### src/rtl/vmem_dma_pkg.sv
// Shared encodings for vmem_dma: FSM states, config register offsets and CTRL/STATUS bits.
// FILL bit is only honoured when VMEM_DMA_FILL_EN is defined.
package vmem_dma_pkg;

    // FSM state encoding
    localparam logic [1:0] ST_IDLE = 2'd0;
    localparam logic [1:0] ST_RD   = 2'd1;
    localparam logic [1:0] ST_CAP  = 2'd2;
    localparam logic [1:0] ST_WR   = 2'd3;

    // Config register offsets
    localparam logic [2:0] REG_SRC_L  = 3'd0;
    localparam logic [2:0] REG_SRC_H  = 3'd1;
    localparam logic [2:0] REG_DST_L  = 3'd2;
    localparam logic [2:0] REG_DST_H  = 3'd3;
    localparam logic [2:0] REG_LEN_L  = 3'd4;
    localparam logic [2:0] REG_LEN_H  = 3'd5;
    localparam logic [2:0] REG_CTRL   = 3'd6;
    localparam logic [2:0] REG_STATUS = 3'd7;

    // CTRL bits
    localparam int unsigned CTRL_START = 0;
    localparam int unsigned CTRL_ABORT = 1;
    localparam int unsigned CTRL_FILL  = 2;

    // STATUS bits
    localparam int unsigned STATUS_BUSY = 0;
    localparam int unsigned STATUS_DONE = 1;

    function automatic logic is_counter_reg(input logic [2:0] addr);
        return addr <= REG_LEN_H;
    endfunction

endpackage

### src/rtl/vmem_dma_regs.sv
// vmem_dma_regs: SRC/DST/LEN counters, CTRL decode, registered read mux and the done flag.
// The FILL request output only exists when VMEM_DMA_FILL_EN is defined.
module vmem_dma_regs
    import vmem_dma_pkg::*;
(
    input  logic        clk_i,
    input  logic        rst_i,
    input  logic [2:0]  cfg_address_i,
    input  logic [7:0]  cfg_din_i,
    input  logic        cfg_w_en_i,
    input  logic        cfg_r_en_i,
    input  logic        busy_i,
    input  logic        step_i,
    input  logic        src_hold_i,
    input  logic        done_set_i,
    input  logic        done_clr_i,
    output logic [15:0] src_o,
    output logic [15:0] dst_o,
    output logic [15:0] len_o,
    output logic        start_o,
    output logic        abort_o,
`ifdef VMEM_DMA_FILL_EN
    output logic        fill_o,
`endif
    output logic [7:0]  cfg_dout_o,
    output logic        done_flag_o
);

    logic [15:0] src_q, src_d;
    logic [15:0] dst_q, dst_d;
    logic [15:0] len_q, len_d;
    logic [7:0]  cfg_dout_q, cfg_dout_d;
    logic        done_q, done_d;
    logic [7:0]  rd_data;
    logic        ctrl_wr;

    assign ctrl_wr = cfg_w_en_i && (cfg_address_i == REG_CTRL);
    assign abort_o = ctrl_wr && cfg_din_i[CTRL_ABORT];
    // ABORT in the same write suppresses START; START is ignored while busy.
    assign start_o = ctrl_wr && cfg_din_i[CTRL_START] && !cfg_din_i[CTRL_ABORT] && !busy_i;
`ifdef VMEM_DMA_FILL_EN
    assign fill_o  = cfg_din_i[CTRL_FILL];
`endif

    always_comb begin
        src_d = src_q;
        dst_d = dst_q;
        len_d = len_q;
        if (cfg_w_en_i && !busy_i && is_counter_reg(cfg_address_i)) begin
            case (cfg_address_i)
                REG_SRC_L: src_d[7:0]  = cfg_din_i;
                REG_SRC_H: src_d[15:8] = cfg_din_i;
                REG_DST_L: dst_d[7:0]  = cfg_din_i;
                REG_DST_H: dst_d[15:8] = cfg_din_i;
                REG_LEN_L: len_d[7:0]  = cfg_din_i;
                REG_LEN_H: len_d[15:8] = cfg_din_i;
                default: ;
            endcase
        end
        if (step_i) begin
            if (!src_hold_i) begin
                src_d = src_q + 16'd1;
            end
            dst_d = dst_q + 16'd1;
            len_d = len_q - 16'd1;
        end
    end

    always_comb begin
        rd_data = 8'h00;
        case (cfg_address_i)
            REG_SRC_L: rd_data = src_q[7:0];
            REG_SRC_H: rd_data = src_q[15:8];
            REG_DST_L: rd_data = dst_q[7:0];
            REG_DST_H: rd_data = dst_q[15:8];
            REG_LEN_L: rd_data = len_q[7:0];
            REG_LEN_H: rd_data = len_q[15:8];
            REG_STATUS: begin
                rd_data[STATUS_BUSY] = busy_i;
                rd_data[STATUS_DONE] = done_q;
            end
            default: rd_data = 8'h00;
        endcase
    end

    assign cfg_dout_d = cfg_r_en_i ? rd_data : cfg_dout_q;
    // Completion beats a coincident acknowledge so no interrupt is lost.
    assign done_d     = done_set_i ? 1'b1 : (done_clr_i ? 1'b0 : done_q);

    always_ff @(posedge clk_i or posedge rst_i) begin
        if (rst_i) begin
            src_q      <= 16'h0000;
            dst_q      <= 16'h0000;
            len_q      <= 16'h0000;
            cfg_dout_q <= 8'h00;
            done_q     <= 1'b0;
        end else begin
            src_q      <= src_d;
            dst_q      <= dst_d;
            len_q      <= len_d;
            cfg_dout_q <= cfg_dout_d;
            done_q     <= done_d;
        end
    end

    assign src_o       = src_q;
    assign dst_o       = dst_q;
    assign len_o       = len_q;
    assign cfg_dout_o  = cfg_dout_q;
    assign done_flag_o = done_q;

endmodule

### src/rtl/vmem_dma.sv
// vmem_dma: byte-copy DMA that shares the CPU data bus, yielding whenever the CPU is active.
// Constant-fill mode (CTRL bit2) is built in only when VMEM_DMA_FILL_EN is defined.
module vmem_dma
    import vmem_dma_pkg::*;
#(
    parameter int unsigned ADDR_W = 16,
    parameter int unsigned DATA_W = 8
) (
    input  logic              clk,
    input  logic              rst,
    input  logic [ADDR_W-1:0] cpu_address,
    input  logic [DATA_W-1:0] cpu_din,
    input  logic              cpu_w_en,
    input  logic              cpu_r_en,
    output logic [ADDR_W-1:0] bus_address,
    output logic [DATA_W-1:0] bus_din,
    output logic              bus_w_en,
    output logic              bus_r_en,
    input  logic [DATA_W-1:0] bus_rdata,
    input  logic [2:0]        cfg_address,
    input  logic [7:0]        cfg_din,
    input  logic              cfg_w_en,
    input  logic              cfg_r_en,
    output logic [7:0]        cfg_dout,
    output logic              done_flag,
    input  logic              done_flag_clr
);

    logic [1:0]  state_q, state_d;
    logic        cpu_rd_q;
    logic [7:0]  data_q, data_d;
    logic        own;
    logic        busy;
    logic        step;
    logic        done_set;
    logic        start;
    logic        abort;
    logic        fill_mode;
    logic [15:0] src;
    logic [15:0] dst;
    logic [15:0] len;
    logic [7:0]  wr_byte;

`ifdef VMEM_DMA_FILL_EN
    logic fill_q, fill_d, fill_req;
    assign fill_mode = fill_q;
`else
    assign fill_mode = 1'b0;
`endif

    // cpu_rd_q keeps the CPU address on the bus through its data-return cycle.
    assign own     = !cpu_w_en && !cpu_r_en && !cpu_rd_q;
    assign busy    = (state_q != ST_IDLE);
    assign wr_byte = fill_mode ? src[7:0] : data_q;

    vmem_dma_regs u_regs (
        .clk_i         (clk),
        .rst_i         (rst),
        .cfg_address_i (cfg_address),
        .cfg_din_i     (cfg_din),
        .cfg_w_en_i    (cfg_w_en),
        .cfg_r_en_i    (cfg_r_en),
        .busy_i        (busy),
        .step_i        (step),
        .src_hold_i    (fill_mode),
        .done_set_i    (done_set),
        .done_clr_i    (done_flag_clr),
        .src_o         (src),
        .dst_o         (dst),
        .len_o         (len),
        .start_o       (start),
        .abort_o       (abort),
`ifdef VMEM_DMA_FILL_EN
        .fill_o        (fill_req),
`endif
        .cfg_dout_o    (cfg_dout),
        .done_flag_o   (done_flag)
    );

    always_comb begin
        state_d  = state_q;
        data_d   = data_q;
        step     = 1'b0;
        done_set = 1'b0;
`ifdef VMEM_DMA_FILL_EN
        fill_d   = fill_q;
`endif
        unique case (state_q)
            ST_IDLE: begin
                if (start) begin
                    if (len == 16'd0) begin
                        done_set = 1'b1;
                    end else begin
`ifdef VMEM_DMA_FILL_EN
                        fill_d  = fill_req;
                        state_d = fill_req ? ST_WR : ST_RD;
`else
                        state_d = ST_RD;
`endif
                    end
                end
            end
            ST_RD: begin
                if (own) begin
                    state_d = ST_CAP;
                end
            end
            ST_CAP: begin
                // A CPU access here invalidates the returning byte, so read it again.
                if (own) begin
                    data_d  = 8'(bus_rdata);
                    state_d = ST_WR;
                end else begin
                    state_d = ST_RD;
                end
            end
            ST_WR: begin
                if (own) begin
                    step = 1'b1;
                    if (len == 16'd1) begin
                        state_d  = ST_IDLE;
                        done_set = 1'b1;
                    end else begin
                        state_d = fill_mode ? ST_WR : ST_RD;
                    end
                end
            end
            default: state_d = ST_IDLE;
        endcase
        if (abort) begin
            state_d  = ST_IDLE;
            done_set = 1'b0;
        end
    end

    always_comb begin
        bus_address = cpu_address;
        bus_din     = cpu_din;
        bus_w_en    = cpu_w_en;
        bus_r_en    = cpu_r_en;
        if (own) begin
            case (state_q)
                ST_RD: begin
                    bus_address = ADDR_W'(src);
                    bus_r_en    = 1'b1;
                end
                ST_CAP: bus_address = ADDR_W'(src);
                ST_WR: begin
                    bus_address = ADDR_W'(dst);
                    bus_din     = DATA_W'(wr_byte);
                    bus_w_en    = 1'b1;
                end
                default: ;
            endcase
        end
    end

    always_ff @(posedge clk or posedge rst) begin
        if (rst) begin
            state_q  <= ST_IDLE;
            cpu_rd_q <= 1'b0;
            data_q   <= 8'h00;
        end else begin
            state_q  <= state_d;
            cpu_rd_q <= cpu_r_en;
            data_q   <= data_d;
        end
    end

`ifdef VMEM_DMA_FILL_EN
    always_ff @(posedge clk or posedge rst) begin
        if (rst) begin
            fill_q <= 1'b0;
        end else begin
            fill_q <= fill_d;
        end
    end
`endif

endmodule
### config.mk
export PLATFORM = sky130hd
export DESIGN_NAME = vmem_dma
export DESIGN_NICKNAME = d
export VERILOG_FILES = /design/src/rtl/vmem_dma_pkg.sv /design/src/rtl/vmem_dma_regs.sv /design/src/rtl/vmem_dma.sv
export SDC_FILE = /design/constraint.sdc
export NUM_CORES = 1
export LEC_CHECK = 0
export BUFFER_PORTS_ARGS = -buffer_cell sky130_fd_sc_hd__buf_2
export CORE_AREA = 2 2 127 129
export CTS_CLUSTER_SIZE = 28
export DETAILED_ROUTE_END_ITERATION = 8
export DIE_AREA = 0 0 129 131
export PLACE_DENSITY = 0.48
export SETUP_SLACK_MARGIN = 0.05
export SLEW_MARGIN = 20
export SYNTH_ARGS = -nofsm -noshare
export SYNTH_HDL_FRONTEND = slang
export SYNTH_SLANG_ARGS = --single-unit
### constraint.sdc
create_clock -name clk -period 3.26 [get_ports clk]
set_input_delay 0.652 -clock clk [delete_from_list [all_inputs] [get_ports clk]]
set_output_delay 0.652 -clock clk [all_outputs]
set_load 0.05 [all_outputs]
==> metrics.log <==
INFO  metric place.detailed.hpwl = between 10 and 15 mm
INFO  metric first_pass_grt_wire_length = 24.5 mm
INFO  metric gp_routability_congestion = between 0.8 and 0.9
INFO  metric worstMarginPinSlew = around 0.75 ns
INFO  metric ctsResizeCount = 0
INFO  metric post_synth_most_frequent_cells = 86 x sky130_fd_sc_hd__nor2_1, 68 x sky130_fd_sc_hd__dfrtp_1, 49 x sky130_fd_sc_hd__nand2_1
INFO  metric setup_total_negative_slack = 0 ns
INFO  metric clock-skew-final = around 0.0078 ns
INFO  metric detail_route.iter0.violations = around 330
INFO  metric core_area = 15,600 µm²
INFO  metric synth_area_leader_cell = sky130_fd_sc_hd__dfrtp_1
INFO  metric cts_tree = yes
INFO  metric nNetsFinal = a little under 700
INFO  metric number_of_enable_type_register_cells_in_the_synthesized_netlist = 0
INFO  metric initial_utilization = 0.295
INFO  metric grt_start_max_net_pins = slightly below 50
INFO  metric end_kind = primary output
INFO  metric p_leak = 2.32 nW
INFO  metric syn_nets = 609
INFO  metric drt_pass1_iterations = 5
INFO  metric number_of_setup_violations_in_the_final_report = 0
INFO  metric ys_dominant_reg_cell = sky130_fd_sc_hd__dfrtp_1
INFO  metric synth-warning-count = 0
INFO  metric class_of_the_worst_hold_path = in -> async
INFO  metric synthMostInstantiatedCell = sky130_fd_sc_hd__nor2_1
INFO  metric worst_setup_hold_path_clk_slew = about 0.06 ns
INFO  metric via_count = 4,559
INFO  metric dieArea = approximately 17,000 µm²
INFO  metric async_flop_share = 1.00
INFO  metric mappedNetlistArea = between 4000 and 5000 µm²
INFO  metric crit_buf_inv = 2
INFO  metric synth-seq-cells = a little under 70
INFO  metric post_drt_wl_per_cell = ~19 µm
INFO  metric vdd_ir_drop_max = ~0.00029 V
INFO  metric grt_antenna_before_repair = 0
INFO  metric synthXorXnorAreaFrac = 0
INFO  metric syn_avg_cell_area = about 8.4 µm²
INFO  metric routed_via_density = ~5.4
INFO  metric die-height = ~130 µm
INFO  metric drt.antenna.violating_nets = 0
INFO  metric crit_required = 2.61 ns
INFO  metric longest_clk_path_bufs = 2
INFO  metric antenna_cells_inserted = 0
INFO  metric hold_buffers = 0
INFO  metric post_route_cells_drive_above_1_share = 0.227
INFO  metric timing.hold.ws = 0.421 ns
INFO  metric cts_made_buffers = 9
INFO  metric die_x = approximately 130 µm
INFO  metric layout_min_cycle_time = ~3.0 ns
INFO  metric synthSimpleGateAreaFrac = 0.236
INFO  metric synthDistinctLibCells = 64
INFO  metric synth-adder-area-share = 0.0245
INFO  metric crit_path_max_incr_delay = around 0.74 ns
INFO  metric critical_path.cell_chain = inv_1 > ha_1 > a22oi_1 > a21oi_1 > buf_2
INFO  metric clkSinkCount = just under 70
INFO  metric dominant_combinational_cell_family_by_area_after_synthesis = compound AO/OA/AOI/OAI gates
INFO  metric max_freq = 339 MHz
INFO  metric cap_violations = 0
INFO  metric timing.critical_path.max_delay_family = adder cells
INFO  metric final.fill_count = ~1,600
INFO  metric drv_slew = 0
INFO  metric postSynthCellCount = 550
INFO  metric placementRows = 46
INFO  metric numPortBuffers = 84
INFO  metric postCtsSetupRepairBufs = 0
INFO  metric worstSetupStartpointType = register
INFO  metric slew-limit-headroom = 0.499
INFO  metric ys_seq_area_frac = 0.370
INFO  metric min_period_over_period = 0.905
INFO  metric rsz_0062_raised_after_global_routing = false
INFO  metric drt_drc_violations_left = 0
INFO  metric yosys-top-cells-area = sky130_fd_sc_hd__dfrtp_1 37%, sky130_fd_sc_hd__nor2_1 7.0%, sky130_fd_sc_hd__a21oi_1 4.9%
INFO  metric worst-path-max-fanout = 17
INFO  metric data_arrival_time_at_the_worst_slack_endpoint = around 2.3 ns
INFO  metric detail_route.wirelength = 15.7 mm
INFO  metric grt_remaining_overflow = 0
INFO  metric critical_path_class = reg -> out
INFO  metric worst_path_max_delay_cell = sky130_fd_sc_hd__ha_1
INFO  metric area_growth_syn_to_layout = 20.2%
INFO  metric track_usage = 0.192
INFO  metric yosys.area.top_type_share = 0.370
INFO  metric power_per_cell_area = 803 nW/µm²
INFO  metric synth_mux_area_frac = 0.0650
INFO  metric cts_htree_levels = 3
INFO  metric finalHoldViolations = 0
INFO  metric clk_latency = between 0.3 and 0.4 ns
INFO  metric clock_tree_root = sky130_fd_sc_hd__clkbuf_16
INFO  metric io_count = 85
INFO  metric number_of_global_route_vias_before_repair = roughly 4,300
INFO  metric compound_gate_portion_of_the_synthesized_area = 0.251
INFO  metric status = completed
[sequential cells by signal, indices dropped and copies added (netlist names)]
name	cells
state_q	2
u_regs.len_o	16
cpu_rd_q	1
u_regs.done_flag_o	1
u_regs.src_o	16
u_regs.dst_o	16
data_q	8
u_regs.cfg_dout_o	8
[final timing paths]
kind / start / end / slack (ns) / cells past startpoint
worst min-delay path: rst / data_q[1] / 0.42 / 2
worst max-delay path: state_q[0] / bus_address[9] / 0.31 / 5
max in group asynchronous: rst / u_regs.len_o[15] / 2.09 / 3
worst min register to register: u_regs.cfg_dout_o[5] / u_regs.cfg_dout_o[5] / 0.49 / 1
min in group clk: u_regs.cfg_dout_o[5] / u_regs.cfg_dout_o[5] / 0.49 / 1
worst max register to register: state_q[0] / u_regs.src_o[8] / 0.78 / 7
[logic make-up (layout without fill, tap and decap cells)]
| logic type | Yosys count | count (layout) |
|---|---|---|
| simple gates | 221 | 221 |
| compound gates | 169 | 169 |
| flops | 68 | 68 |
| buf+inv | 56 | 127 |
| mux | 27 | 27 |
| fa+ha+maj | 9 | 9 |
[layer usage]
metal	vias to the layer above	track usage	routed length, µm
met4	0	0.0710	352
met5	-	0	0
li1	2175	-	-
met1	2209	0.263	7220
met2	152	0.307	7340
met3	23	0.0309	782
[where the power goes]
group	switching [mW]	internal, mW
sequential	0.560	1.21
combinational	0.985	0.655
clock	0.393	0.632
[layout make-up]
cell class                 instances  area [µm²]  share of cell area
clock buffer                      12         256              0.0464
clock inverter                     4        47.5             0.00860
inverter                          17        63.8              0.0115
multi-input combinational        426        2670               0.483
sequential                        68        1700               0.308
tap                              216         270              0.0489
timing repair buffer              94         520              0.0942
[per-stage QoR]
step | power, mW | setup WS [ns] | cell area, µm² | util | instances
after floorplan | 2.85 | 0.261 | 4600 | - | 550
after global placement | 3.40 | 0.611 | 5220 | 0.335 | 821
after detailed placement | 3.42 | 0.571 | 5220 | 0.335 | 821
after CTS | 4.45 | 0.287 | 5530 | 0.354 | 837
after global routing | 4.73 | 0.177 | 5530 | 0.354 | 837
final | 4.44 | 0.308 | 5530 | 0.354 | 837
[cell usage in the layout, fill, tap and decap left out, types with 4 or more instances in the layout]
master	n
sky130_fd_sc_hd__o221a_2	4
sky130_fd_sc_hd__o31ai_1	4
sky130_fd_sc_hd__mux2_2	13
sky130_fd_sc_hd__nor2_1	86
sky130_fd_sc_hd__buf_2	84
sky130_fd_sc_hd__nor3_1	14
sky130_fd_sc_hd__dfrtp_1	68
sky130_fd_sc_hd__ha_1	9
sky130_fd_sc_hd__nand4_1	5
sky130_fd_sc_hd__a21oi_1	45
sky130_fd_sc_hd__o21a_1	4
sky130_fd_sc_hd__a221o_1	4
sky130_fd_sc_hd__buf_4	8
sky130_fd_sc_hd__nand2_1	49
sky130_fd_sc_hd__nand3_1	16
sky130_fd_sc_hd__and4_1	4
sky130_fd_sc_hd__and3_1	7
sky130_fd_sc_hd__mux2i_1	13
sky130_fd_sc_hd__o21ai_0	20
sky130_fd_sc_hd__clkbuf_16	9
sky130_fd_sc_hd__a22oi_1	21
sky130_fd_sc_hd__and2_1	4
sky130_fd_sc_hd__a311oi_1	16
sky130_fd_sc_hd__inv_1	15
sky130_fd_sc_hd__a31oi_1	7
sky130_fd_sc_hd__a211oi_1	19
sky130_fd_sc_hd__o22ai_1	5
Note: power is estimated with default switching activity, not from simulation.
